--- config.mk ---
export PLATFORM = sky130hd
export DESIGN_NAME = counter_csr_ctrl
export DESIGN_NICKNAME = d
export VERILOG_FILES = /design/src/rtl/counter_csr_ctrl.sv
export SDC_FILE = /design/constraint.sdc
export NUM_CORES = 1
export LEC_CHECK = 0
export ABC_CLOCK_PERIOD_IN_PS = 2400
export CAP_MARGIN = 20
export CORE_ASPECT_RATIO = 0.6
export CORE_MARGIN = 2
export CORE_UTILIZATION = 42
export DETAILED_ROUTE_END_ITERATION = 12
export PLACE_DENSITY = 0.86
export SETUP_SLACK_MARGIN = 0.5
export SLEW_MARGIN = 20
export SYNTH_ARGS = -nofsm -noshare
export SYNTH_HDL_FRONTEND = slang
export SYNTH_SLANG_ARGS = --single-unit
--- constraint.sdc ---
create_clock -name clk_in -period 2.4 [get_ports clk_in]
set_clock_uncertainty 0.05 [all_clocks]
set_input_delay 0.36 -clock clk_in [delete_from_list [all_inputs] [get_ports clk_in]]
set_output_delay 0.36 -clock clk_in [all_outputs]
set_load 0.01 [all_outputs]
--- src/rtl/counter_csr_ctrl.sv ---
// counter_csr_ctrl: write-port controller in front of the machine counter block.
// Arbitrates core and debug CSR writes (debug wins), owns mcountinhibit and
// splits 64-bit debug writes into two tear-free halves with the counters held.
//
// Ports:
//   clk_in, rst_in           clock, synchronous active-high reset
//   core_wr_req_in/addr/data core write request, core_ack_out completion pulse
//   dbg_wr_req_in/wr64/addr  debug write request (64-bit when dbg_wr64_in)
//   dbg_data_in              debug write data, dbg_ack_out completion pulse
//   dbg_halted_in            hart halted (stopcount), see macro below
//   wr_en_out/csr_addr_out/data_wr_out   counter write port
//   mcountinhibit_cy_out/_ir_out         counter inhibit inputs
//   mcountinhibit_out                    mcountinhibit read value
//
// Build option: define COUNTER_STOPCOUNT_EN to let dbg_halted_in inhibit
// both counters; otherwise dbg_halted_in is ignored.

module counter_csr_ctrl #(
    parameter logic [11:0] MCYCLE        = 12'hB00,
    parameter logic [11:0] MCYCLEH       = 12'hB80,
    parameter logic [11:0] MINSTRET      = 12'hB02,
    parameter logic [11:0] MINSTRETH     = 12'hB82,
    parameter logic [11:0] MCOUNTINHIBIT = 12'h320
) (
    input  logic        clk_in,
    input  logic        rst_in,
    input  logic        core_wr_req_in,
    input  logic [11:0] core_addr_in,
    input  logic [31:0] core_data_in,
    output logic        core_ack_out,
    input  logic        dbg_wr_req_in,
    input  logic        dbg_wr64_in,
    input  logic [11:0] dbg_addr_in,
    input  logic [63:0] dbg_data_in,
    output logic        dbg_ack_out,
    input  logic        dbg_halted_in,
    output logic        wr_en_out,
    output logic [11:0] csr_addr_out,
    output logic [31:0] data_wr_out,
    output logic        mcountinhibit_cy_out,
    output logic        mcountinhibit_ir_out,
    output logic [31:0] mcountinhibit_out
);

    typedef enum logic [1:0] {
        IDLE,
        WR,
        WR_LO,
        WR_HI
    } state_t;

    state_t      state_q;
    state_t      state_d;

    logic [11:0] hi_addr_q;
    logic [11:0] hi_addr_d;
    logic [31:0] hi_data_q;
    logic [31:0] hi_data_d;
    logic        inh_cy_q;
    logic        inh_cy_d;
    logic        inh_ir_q;
    logic        inh_ir_d;

    logic        wr_en_d;
    logic [11:0] addr_d;
    logic [31:0] data_d;
    logic        core_ack_d;
    logic        dbg_ack_d;

    logic        dbg_go;
    logic        core_go;
    logic [11:0] req_addr;
    logic [31:0] req_lo;
    logic        req_split;
    logic        forced;
    logic        halt;

`ifdef COUNTER_STOPCOUNT_EN
    assign halt = dbg_halted_in;
`else
    logic unused_halted;
    assign unused_halted = dbg_halted_in;
    assign halt          = 1'b0;
`endif

    // Grant selection: debug always beats core in IDLE.
    always_comb begin
        dbg_go    = (state_q == IDLE) && dbg_wr_req_in;
        core_go   = (state_q == IDLE) && !dbg_wr_req_in && core_wr_req_in;
        req_addr  = dbg_go ? dbg_addr_in : core_addr_in;
        req_lo    = dbg_go ? dbg_data_in[31:0] : core_data_in;
        req_split = dbg_go && dbg_wr64_in &&
                    ((dbg_addr_in == MCYCLE) || (dbg_addr_in == MINSTRET));
    end

    // Outputs are computed one step ahead and registered below, so the
    // values chosen here appear during the cycle that follows.
    always_comb begin
        state_d    = state_q;
        hi_addr_d  = hi_addr_q;
        hi_data_d  = hi_data_q;
        inh_cy_d   = inh_cy_q;
        inh_ir_d   = inh_ir_q;
        wr_en_d    = 1'b0;
        addr_d     = '0;
        data_d     = '0;
        core_ack_d = 1'b0;
        dbg_ack_d  = 1'b0;

        unique case (state_q)
            IDLE: begin
                if (dbg_go || core_go) begin
                    if (req_addr == MCOUNTINHIBIT) begin
                        inh_cy_d   = req_lo[0];
                        inh_ir_d   = req_lo[2];
                        state_d    = WR;
                        core_ack_d = core_go;
                        dbg_ack_d  = dbg_go;
                    end else if (req_split) begin
                        state_d   = WR_LO;
                        wr_en_d   = 1'b1;
                        addr_d    = req_addr;
                        data_d    = req_lo;
                        hi_addr_d = (req_addr == MCYCLE) ? MCYCLEH : MINSTRETH;
                        hi_data_d = dbg_data_in[63:32];
                    end else begin
                        state_d    = WR;
                        wr_en_d    = 1'b1;
                        addr_d     = req_addr;
                        data_d     = req_lo;
                        core_ack_d = core_go;
                        dbg_ack_d  = dbg_go;
                    end
                end
            end
            WR: begin
                state_d = IDLE;
            end
            WR_LO: begin
                state_d   = WR_HI;
                wr_en_d   = 1'b1;
                addr_d    = hi_addr_q;
                data_d    = hi_data_q;
                dbg_ack_d = 1'b1;
            end
            WR_HI: begin
                state_d = IDLE;
            end
            default: begin
                state_d = IDLE;
            end
        endcase
    end

    // Hold both counters for the whole split write so no increment lands
    // between the halves.
    assign forced = (state_d == WR_LO) || (state_d == WR_HI);

    always_ff @(posedge clk_in) begin
        if (rst_in) begin
            state_q              <= IDLE;
            hi_addr_q            <= '0;
            hi_data_q            <= '0;
            inh_cy_q             <= 1'b0;
            inh_ir_q             <= 1'b0;
            wr_en_out            <= 1'b0;
            csr_addr_out         <= '0;
            data_wr_out          <= '0;
            core_ack_out         <= 1'b0;
            dbg_ack_out          <= 1'b0;
            mcountinhibit_cy_out <= 1'b0;
            mcountinhibit_ir_out <= 1'b0;
            mcountinhibit_out    <= '0;
        end else begin
            state_q              <= state_d;
            hi_addr_q            <= hi_addr_d;
            hi_data_q            <= hi_data_d;
            inh_cy_q             <= inh_cy_d;
            inh_ir_q             <= inh_ir_d;
            wr_en_out            <= wr_en_d;
            csr_addr_out         <= addr_d;
            data_wr_out          <= data_d;
            core_ack_out         <= core_ack_d;
            dbg_ack_out          <= dbg_ack_d;
            mcountinhibit_cy_out <= inh_cy_q | forced | halt;
            mcountinhibit_ir_out <= inh_ir_q | forced | halt;
            mcountinhibit_out    <= {29'b0, inh_ir_q, 1'b0, inh_cy_q};
        end
    end

endmodule

==> summary.txt, run 1 <==
Global routing
  – Total grt overflow: 0
  – Initial antenna violation count: 0
  – Vias in the first global route: 3655
  – Largest net degree at the start of global routing: 37
  – Wire length of the first global-routing pass: 18200 um
  – GRT Overall Usage: 23.2%

Setup path
  – Kind of critical path: in -> reg
  – WP data required: 2.58 ns
  – Crit path largest cell delay: 0.51 ns
  – Worst Path Max Fanout: 3
  – CP endpoint kind: register
  – Crit path DAT: 2.13 ns
  – Slowest cell on the critical path: clkdlybuf4s50_1
  – Worst path cell trace: clkdlybuf4s50_1, nor4_4, nand4_1, a21boi_1, buf_4, mux2_2
  – Critical Path Start Type: primary input

STA
  – Period Utilization, post-route: 81.3%
  – Hold WS: 0.308 ns
  – Slew HR: 64.9%
  – Max-slew violations: 0
  – Setup TNS: 0 ns
  – Final Hold Violating Endpoints: 0
  – RSZ-0062 raised after global routing: no
  – Maximum achievable frequency: 513 MHz
  – Slew @ Worst Pin: 0.526 ns
  – Final setup viols: 0
  – Post-layout min period: 1.95 ns

Synth
  – Sequential-to-total area share from yosys stat: 46.8%
  – Avg Cell Area, Syn: 8.90 sq um
  – Post-synthesis register bit count: 89
  – Synthesized instance count: 428
  – Post-Syn Area: 3810 sq um
  – Yosys warns: 0
  – Distinct cell type count after synthesis: 33

Finish
  – Final Net Count: 733
  – Area growth from synthesis to layout: 55.8%
  – Fill count: 698
  – Post-Layout Cell Count: 724
  – Share of layout cells above drive strength 1: 7.68%
  – Diode count: 0

Detailed routing
  – Via/cell ratio: 5.18
  – Initial detailed-routing violation count: 320
  – Remaining antenna violation count after routing: 0
  – Via count: 3752
  – DR WL/cell: 16.8 um
  – DR DRC count: 0
  – DR pass1 iterations: 5
  – Detailed Route WL: 12100 um

Floorplanning
  – Die W: 127 um
  – Rows: 26
  – I/O pins: 207
  – Die ar.: 9870 sq um
  – Die Span Y: 77.8 um
  – Core Area: 8650 sq um
  – Initial core utilization: 44.0%

Clock network
  – Root cell of the clock tree: clkbuf_16
  – Clk slew on worst S/H paths: 0.06 ns
  – H-tree levels: 3
  – Worst-Skew Late Latency: 0.34 ns
  – CTS Buffer Depth: 2
  – TritonCTS clock tree: done
  – Sink Count: 89
  – Num CTS Buffers: 9

Placement
  – Gpl congestion: 0.836
  – Inst Count DP: 700
  – Post-DP HPWL: 8290 um
  – Port buffer count: 175

Power
  – Max VDD drop: 0.000387 V
  – Pwr/cell area: 588 nW/um^2
  – Pleak: 2.24 nW
  – Sequential power share: 44.1%
  – Int Power: 2.68 mW
  – Clk pwr share: 39.2%
  – Total Power: 3.49 mW
  – Combinational share of power: 16.6%
  – Sw Ratio: 23.3%
  – Switching pwr: 0.811 mW

Job
  – Maxcap violations: 0

Status
  – Status: complete, no violations

Worst hold path
  – Tightest Hold Check Type: in -> reg
-- per-stage QoR --
| stage | util (%) | area (sq um) | worst slack (ns) |
|---|---|---|---|
| 6_report | 68.6 | 5930 | 0.449 |
| 3_3_place_gp | 63.9 | 5530 | 0.135 |
| 2_1_floorplan | - | 3920 | 0.770 |
| 3_5_place_dp | 63.9 | 5530 | 0.0459 |
| 5_1_grt | 68.6 | 5930 | 0.403 |
| 4_1_cts | 67.6 | 5850 | 0.505 |
-- area by class of cell --
| type | count | area [sq um] | area share [%] |
|---|---|---|---|
| Tap cell | 112 | 140 | 2.36 |
| Timing Repair Buffer | 199 | 1990 | 33.5 |
| Clock buffer | 12 | 236 | 3.99 |
| Inverter | 2 | 7.51 | 0.127 |
| Sequential cell | 89 | 1780 | 30.0 |
| Clock inverter | 4 | 53.8 | 0.907 |
| Multi-Input combinational cell | 306 | 1730 | 29.1 |
-- power by group through the flow --
stage | clock [mW] | sequential [mW] | combinational [mW]
2_1_floorplan | 0 | 1.59 | 0.213
3_5_place_dp | 0 | 1.57 | 0.551
5_1_grt | 1.46 | 1.54 | 0.616
6_report | 1.37 | 1.54 | 0.580
4_1_cts | 1.40 | 1.54 | 0.561
3_3_place_gp | 0 | 1.57 | 0.540
-- critical path, delay by kind of cell --
family | cells | cell delay [ns]
AO/OA/AOI/OAI | 1 | 0.24
buffers and inverters | 2 | 0.66
multiplexers | 1 | 0.31
AND/OR/NAND/NOR | 2 | 0.55
-- worst paths after layout --
path	startpoint	end	slack, ns	cells after the start
worst max-delay path	dbg_addr_in[0]	inh_cy_q	0.45	6
worst min-delay path	rst_in	hi_data_q[0]	0.31	2
worst max register to register	state_q[0]	data_wr_out[19]	0.62	6
worst min register to register	hi_data_q[17]	data_wr_out[17]	0.41	2
-- Yosys cell counts, drive strengths merged --
cell	count	area share, %
nand4	5	0.82
nand2b	1	0.16
a21oi	43	5.7
clkbuf	19	3.5
o21a	1	0.20
nor2	10	0.99
and4	1	0.23
o21ai	71	9.3
nor3	5	0.95
nor4	2	0.33
and4bb	1	0.33
a31oi	3	0.49
dfxtp	89	47
mux2	2	0.59
nor2b	1	0.16
nand3	32	4.2
mux2i	37	9.7
nor4bb	1	0.26
a21boi	2	0.39
buf	41	8.1
or3b	1	0.30
nor3b	1	0.20
inv	2	0.20
nand2	53	5.2
dlygate4sd3	1	0.26
nor4b	2	0.46
conb	1	0.098
-- cell usage in the layout, fill, tap and decap left out, drive strengths merged, types with 3 or more instances in the layout --
master / instances
conb: 30
clkdlybuf4s50: 170
nand3: 32
dfxtp: 89
nor3: 5
nand2: 53
o21ai: 71
clkbuf: 13
dlymetal6s2s: 4
nand4: 5
a31oi: 3
buf: 24
a21oi: 43
nor2: 11
mux2i: 37
-- sequential cells by signal (all words and copies together) (netlist names) --
name,count
state_q,2
inh_ir_q,1
hi_addr_q,2
dbg_ack_out,1
mcountinhibit_out,2
csr_addr_out,12
mcountinhibit_cy_out,1
wr_en_out,1
inh_cy_q,1
data_wr_out,32
mcountinhibit_ir_out,1
hi_data_q,32
core_ack_out,1
-- timing repair --
item,CTS,global route
pin swaps,1,5
setup buffers,3,2
resized for setup,3,14
gates cloned,0,3
hold buffers,0,0
setup endpoints to repair,13,50
-- cell families after synthesis --
group	after synthesis	synth area share (%)
DFF	89	46.8
other	1	0.0985
and+or+nand+nor	116	14.6
buffers and inverters	63	12.1
AOI/OAI and AO/OA	120	16.1
muxes	39	10.3
-- per-layer routing --
| layer | global-route usage, % | wire, um | vias to the layer above |
|---|---|---|---|
| met4 | 5.82 | 166 | 0 |
| met5 | 0 | 0 | - |
| met3 | 8.21 | 1160 | 18 |
| li1 | - | - | 1786 |
| met1 | 29.0 | 5280 | 1739 |
| met2 | 38.6 | 5530 | 209 |
No activity file was read; power rests on OpenSTA's default activity.
==> inputs of run 2 (changes only) <==
- ABC_CLOCK_PERIOD_IN_PS: 2400 -> 2000
- CORE_UTILIZATION: 42 -> 39
- PLACE_DENSITY: 0.86 -> 0.8
- clock period: 2.4 -> 2 ns (I/O delays scaled with it)
==> run 2 against run 1 <==
Against the previous run:
- wire length increased by 11%
- cell area rose by 11%
- sequential cell count unchanged
- register-to-register slack got worse by 0.36 ns
- setup slack worse by 0.19 ns
- core utilization up 2.0 points
- global-route usage is 0.56 points lower
- largest power group unchanged
==> summary.txt, run 2 (same netlist as run 1, synthesis figures left out) <==
Placement
  – Inst Count DP: 727
  – Gpl congestion: 0.880
  – Port buffer count: 175
  – Post-DP HPWL: 8520 um

Job
  – Maxcap violations: 0

Setup path
  – Worst reg-to-reg setup slack: 0.26 ns
  – Worst Path Max Fanout: 6
  – Crit-path leading delay family: simple AND/OR/NAND/NOR gates
  – Critical Path Start Type: register
  – Slowest cell on the critical path: or3b_4
  – Worst r2r path cells: 7
  – Worst path cell trace: or3b_4, nand4_1, nand4_1, buf_6, buf_12, clkbuf_16, a21oi_2
  – Worst path depth: 7
  – Crit. Startpoint: state_q[1]
  – WP buf/inv: 3
  – Worst r2r dst: csr_addr_out[5]
  – Reg2reg start: state_q[1]
  – Kind of critical path: reg -> reg
  – Crit path largest cell delay: 0.40 ns
  – CP endpoint kind: register
  – Crit path DAT: 1.96 ns
  – WP data required: 2.21 ns
  – Setup crit end: csr_addr_out[5]
  – Crit-path most repeated cell: nand4_1

Worst hold path
  – Hold Path Depth: 3
  – Tightest Hold Check Type: in -> reg

Clock network
  – TritonCTS clock tree: done
  – Hold_buf cts: 0
  – Num CTS Buffers: 9
  – H-tree levels: 3
  – Sink Count: 89
  – CTS Buffer Depth: 2
  – Clk slew on worst S/H paths: 0.07 ns
  – Worst-Skew Late Latency: 0.33 ns
  – Root cell of the clock tree: clkbuf_16

STA
  – Post-layout min period: 1.74 ns
  – Setup TNS: 0 ns
  – Hold WS: 0.293 ns
  – Final Hold Violating Endpoints: 0
  – Max-slew violations: 0
  – Period Utilization, post-route: 87.0%
  – Final setup viols: 0
  – RSZ-0062 raised after global routing: yes
  – Maximum achievable frequency: 575 MHz

Finish
  – Share of layout cells above drive strength 1: 20.9%
  – Final Net Count: 758
  – Sequential cell area: 1790 sq um
  – Fill count: 737
  – Top flop regs: data_wr_out x32, hi_data_q x32, csr_addr_out x12
  – Post-Layout Cell Count: 766
  – Commonest non-fill, non-tap cells in the layout: clkdlybuf4s50_1, dfxtp_1, dlygate4sd2_1
  – Area growth from synthesis to layout: 72.9%
  – Diode count: 0
  – Area of the multi-input gates: 1990 sq um
  – Commonest non-fill, non-tap cell in the layout: clkdlybuf4s50_1

Global routing
  – Vias in the first global route: 3754
  – Wire length of the first global-routing pass: 18800 um
  – Initial antenna violation count: 0
  – Largest net degree at the start of global routing: 35
  – Total grt overflow: 0
  – GRT Overall Usage: 22.7%

Floorplanning
  – Die W: 132 um
  – Rows: 27
  – Initial core utilization: 40.8%
  – Die Span Y: 80.5 um
  – Die ar.: 10600 sq um
  – I/O pins: 207
  – Core Area: 9320 sq um

Detailed routing
  – Detailed Route WL: 13400 um
  – DR DRC count: 0
  – Initial detailed-routing violation count: 250
  – DR pass1 iterations: 4
  – Remaining antenna violation count after routing: 0
  – Via/cell ratio: 5.11
  – DR WL/cell: 17.5 um
  – Via count: 3911

Power
  – Pleak: 2.74 nW
  – Max VDD drop: 0.000411 V
  – Total Power: 4.41 mW
  – Pwr/cell area: 671 nW/um^2

Status
  – Status: complete, no violations
==> run 2: cell type report <==
class	count	area share (%)
Timing Repair Buffer	225	35.3
Multi-Input combinational cell	305	30.2
Clock inverter	5	1.24
Clock buffer	10	3.48
Inverter	2	0.114
Tap cell	130	2.47
Sequential cell	89	27.2
==> run 2: worst min-delay path by stage <==
stage	startpoint	end
after floorplan	core_wr_req_in	core_ack_out
after global placement	hi_data_q[5]	data_wr_out[5]
after detailed placement	hi_data_q[28]	data_wr_out[28]
after CTS	core_addr_in[3]	csr_addr_out[3]
after global routing	core_addr_in[3]	csr_addr_out[3]
final	core_addr_in[3]	csr_addr_out[3]
==> run 2: per-stage QoR <==
step,cell area [sq um],util (%),setup WS (ns)
2_1_floorplan,3930,-,0.411
3_3_place_gp,5650,60.6,-0.138
3_5_place_dp,5650,60.6,-0.235
4_1_cts,6140,65.8,0.301
5_1_grt,6580,70.6,0.200
6_report,6580,70.6,0.259
==> run 2: what timing repair did <==
action,in CTS,in global routing
endpoints found under the hold margin,0,0
resized for setup,144,63
cloned,2,6
buffers inserted,8,8
endpoints found under the setup margin,136,85
pin swaps,26,18
==> run 2: power breakdown <==
group	switching [mW]	internal (mW)	leakage [nW]
Combinational	0.349	0.452	1.87
Clock	0.681	1.09	0.149
Sequential	0.0161	1.83	0.724
Total	1.05	3.37	2.74
==> run 2: metal layers <==
metal | wire length (um) | track usage [%] | share of wire [%] | up-vias
li1 | - | - | - | 1848
met1 | 6060 | 28.5 | 45 | 1885
met2 | 6420 | 38.3 | 48 | 160
met3 | 774 | 6.44 | 5.8 | 18
met4 | 161 | 6.63 | 1.2 | 0
met5 | 0 | 0 | 0 | -
==> run 2: worst reg2reg max path, stage by stage (launching register included) <==
cell and delay, ns:
dfxtp_4 0.37, or3b_4 0.40, nand4_1 0.13, nand4_1 0.14
buf_6 0.18, buf_12 0.13, clkbuf_16 0.16, a21oi_2 0.11
==> inputs of run 3 (changes only) <==
- CORE_ASPECT_RATIO: 0.6 -> 0.9
==> run 3 against run 2 <==
Against the previous run:
- power decreased by 5.6%
- setup slack worse by 0.10 ns
- sequential power hardly changed
- cell area rose by 8.8%
- clock power down 20%
- global-route usage grew 2.2 points
- sequential cell count stayed put
- maximum frequency is 5.4% lower
- largest power group unchanged
- via count up 4.6%
- hold slack got worse by 0.055 ns
==> summary.txt, run 3 (same netlist as run 1, synthesis figures left out) <==
Clock network
  – CTS Buffer Depth: 2
  – Clk slew on worst S/H paths: 0.09 ns
  – H-tree levels: 3
  – TritonCTS clock tree: done
  – Root cell of the clock tree: clkbuf_8
  – Sink Count: 89
  – Num CTS Buffers: 9
  – Worst-Skew Late Latency: 0.35 ns

Finish
  – Fill count: 661
  – Share of layout cells above drive strength 1: 32.8%
  – Commonest non-fill, non-tap cells in the layout: clkdlybuf4s50_1, dfxtp_1, dlygate4sd2_1
  – Final Net Count: 771
  – Final Core Density: 74.8%
  – Commonest non-fill, non-tap cell in the layout: clkdlybuf4s50_1
  – Post-Layout Cell Count: 777
  – Area growth from synthesis to layout: 88.0%
  – Top flop regs: data_wr_out x32, hi_data_q x32, csr_addr_out x12

Detailed routing
  – Met3 WL: 1050 um
  – Detailed Route WL: 14800 um
  – Met2 wire length: 7720 um
  – Via count: 4091
  – Met1 wire length: 5590 um
  – DR DRC count: 0
  – Initial detailed-routing violation count: 82
  – Via/cell ratio: 5.27
  – DR WL/cell: 19.1 um
  – Remaining antenna violation count after routing: 0
  – Max layer used: met4
  – DR pass1 iterations: 5

STA
  – Slew HR: 62.1%
  – Max-slew violations: 0
  – Slew @ Worst Pin: 0.568 ns
  – Final Hold Violating Endpoints: 0
  – Period Utilization, post-route: 92.0%
  – Final setup viols: 0
  – Post-layout min period: 1.84 ns
  – Maximum achievable frequency: 543 MHz
  – Hold WS: 0.238 ns
  – RSZ-0062 raised after global routing: yes

Worst hold path
  – Hold Crit Endpoint: state_q[1]
  – Tightest Hold Check Type: in -> reg
  – Hold_sp: rst_in
  – Hold Path Depth: 2

Setup path
  – Crit path DAT: 2.06 ns
  – Critical Path Start Type: register
  – Worst r2r path cells: 7
  – Worst r2r dst: hi_data_q[10]
  – Worst path cell trace: or3b_4, buf_12, nor3_4, buf_6, buf_16, nand3_4, a21oi_2
  – Crit path largest cell delay: 0.41 ns
  – Worst reg-to-reg setup slack: 0.16 ns
  – Reg2reg start: state_q[0]
  – Worst Path Max Fanout: 8
  – CP endpoint kind: register
  – Kind of critical path: reg -> reg
  – WP data required: 2.22 ns
  – Slowest cell on the critical path: or3b_4

Global routing
  – Wire length of the first global-routing pass: 20200 um
  – Initial antenna violation count: 1
  – Largest net degree at the start of global routing: 35
  – GRT Overall Usage: 24.9%
  – Vias in the first global route: 4071
  – Total grt overflow: 0

Power
  – Sequential power share: 44.2%
  – Combinational share of power: 21.8%
  – Total Power: 4.16 mW
  – Sw Ratio: 26.0%
  – Max VDD drop: 0.000346 V
  – Int Power: 3.08 mW
  – Pwr/cell area: 582 nW/um^2
  – Pleak: 2.88 nW
  – Clk pwr share: 34.0%
  – Switching pwr: 1.08 mW

Floorplanning
  – Rows: 34
  – Die Span Y: 97.7 um
  – Initial core utilization: 39.8%
  – Die ar.: 10600 sq um
  – Die W: 108 um
  – Core Area: 9570 sq um
  – I/O pins: 207

Placement
  – Port buffer count: 175
  – Post-DP HPWL: 8310 um
  – Gpl congestion: 0.823
  – Inst Count DP: 725

Job
  – Maxcap violations: 0

Status
  – Status: complete, no violations
## run 3: changes by cell type in the layout (fill, tap and decap cells not counted), sizes merged
cell / previous run / this run
buf: 46 / 59
dlygate4sd2: 71 / 61
clkdlybuf4s50: 100 / 111
bufbuf: 0 / 1
diode: 0 / 1
clkdlybuf4s15: 3 / 0
dlymetal6s2s: 0 / 2
inv: 2 / 3
clkbuf: 15 / 14
## run 3: final cells by class
| type | count | area, sq um | share of cell area [%] |
|---|---|---|---|
| timing repair buffer | 238 | 2600 | 36.3 |
| multi-input combinational | 305 | 2380 | 33.2 |
| sequential | 89 | 1790 | 25.0 |
| tap | 126 | 158 | 2.20 |
| clock buffer | 10 | 138 | 1.92 |
| clock inverter | 6 | 90.1 | 1.26 |
| inverter | 2 | 7.51 | 0.105 |
| antenna | 1 | 2.50 | 0.0350 |
## run 3: how the worst max path moves through the flow
stage	to	slack, ns	depth (start not counted)	start
finish	hi_data_q[10]	0.16	7	state_q[0]
global route	hi_data_q[10]	0.13	7	state_q[0]
CTS	data_wr_out[0]	0.24	6	state_q[1]
detailed placement	data_wr_out[12]	-0.21	6	dbg_wr_req_in
global placement	inh_ir_q	-0.10	6	core_addr_in[8]
floorplan	hi_data_q[10]	0.41	6	state_q[0]
## run 3: per-layer routing
layer	vias up	track usage, %
met5	-	0
met4	0	9.66
met3	38	6.34
met2	198	45.6
met1	1977	27.2
li1	1878	-
## run 3: worst max-delay path: cells and delay by family, from the launching register on
family	cells	cell delay, ns
DFF	1	0.38
buffers and inverters	3	0.46
AOI/OAI and AO/OA	1	0.20
and+or+nand+nor	3	0.67
## run 3: stage by stage
step | cell area (sq um) | setup slack (ns) | setup TNS [ns]
after floorplan | 3930 | 0.411 | 0
after global placement | 5670 | -0.105 | -3.79
after detailed placement | 5670 | -0.206 | -8.24
after CTS | 6470 | 0.244 | 0
after global routing | 7160 | 0.126 | 0
final | 7160 | 0.159 | 0
## run 3: repair_timing
| action | 4_1_cts | 5_1_grt |
|---|---|---|
| pin swaps | 31 | 85 |
| hold buffers | 0 | 0 |
| setup endpoints to repair | 135 | 86 |
| setup buffers | 13 | 7 |
| gates resized for setup | 161 | 134 |
| gates cloned | 11 | 4 |
## run 3: power groups by stage
stage          Clock [mW]  Combinational [mW]  Sequential, mW
6_report             1.41               0.909            1.84
5_1_grt              1.51               0.953            1.85
4_1_cts              1.42               0.803            1.84
3_5_place_dp            0               0.691            1.89
3_3_place_gp            0               0.677            1.88
2_1_floorplan           0               0.259            1.91
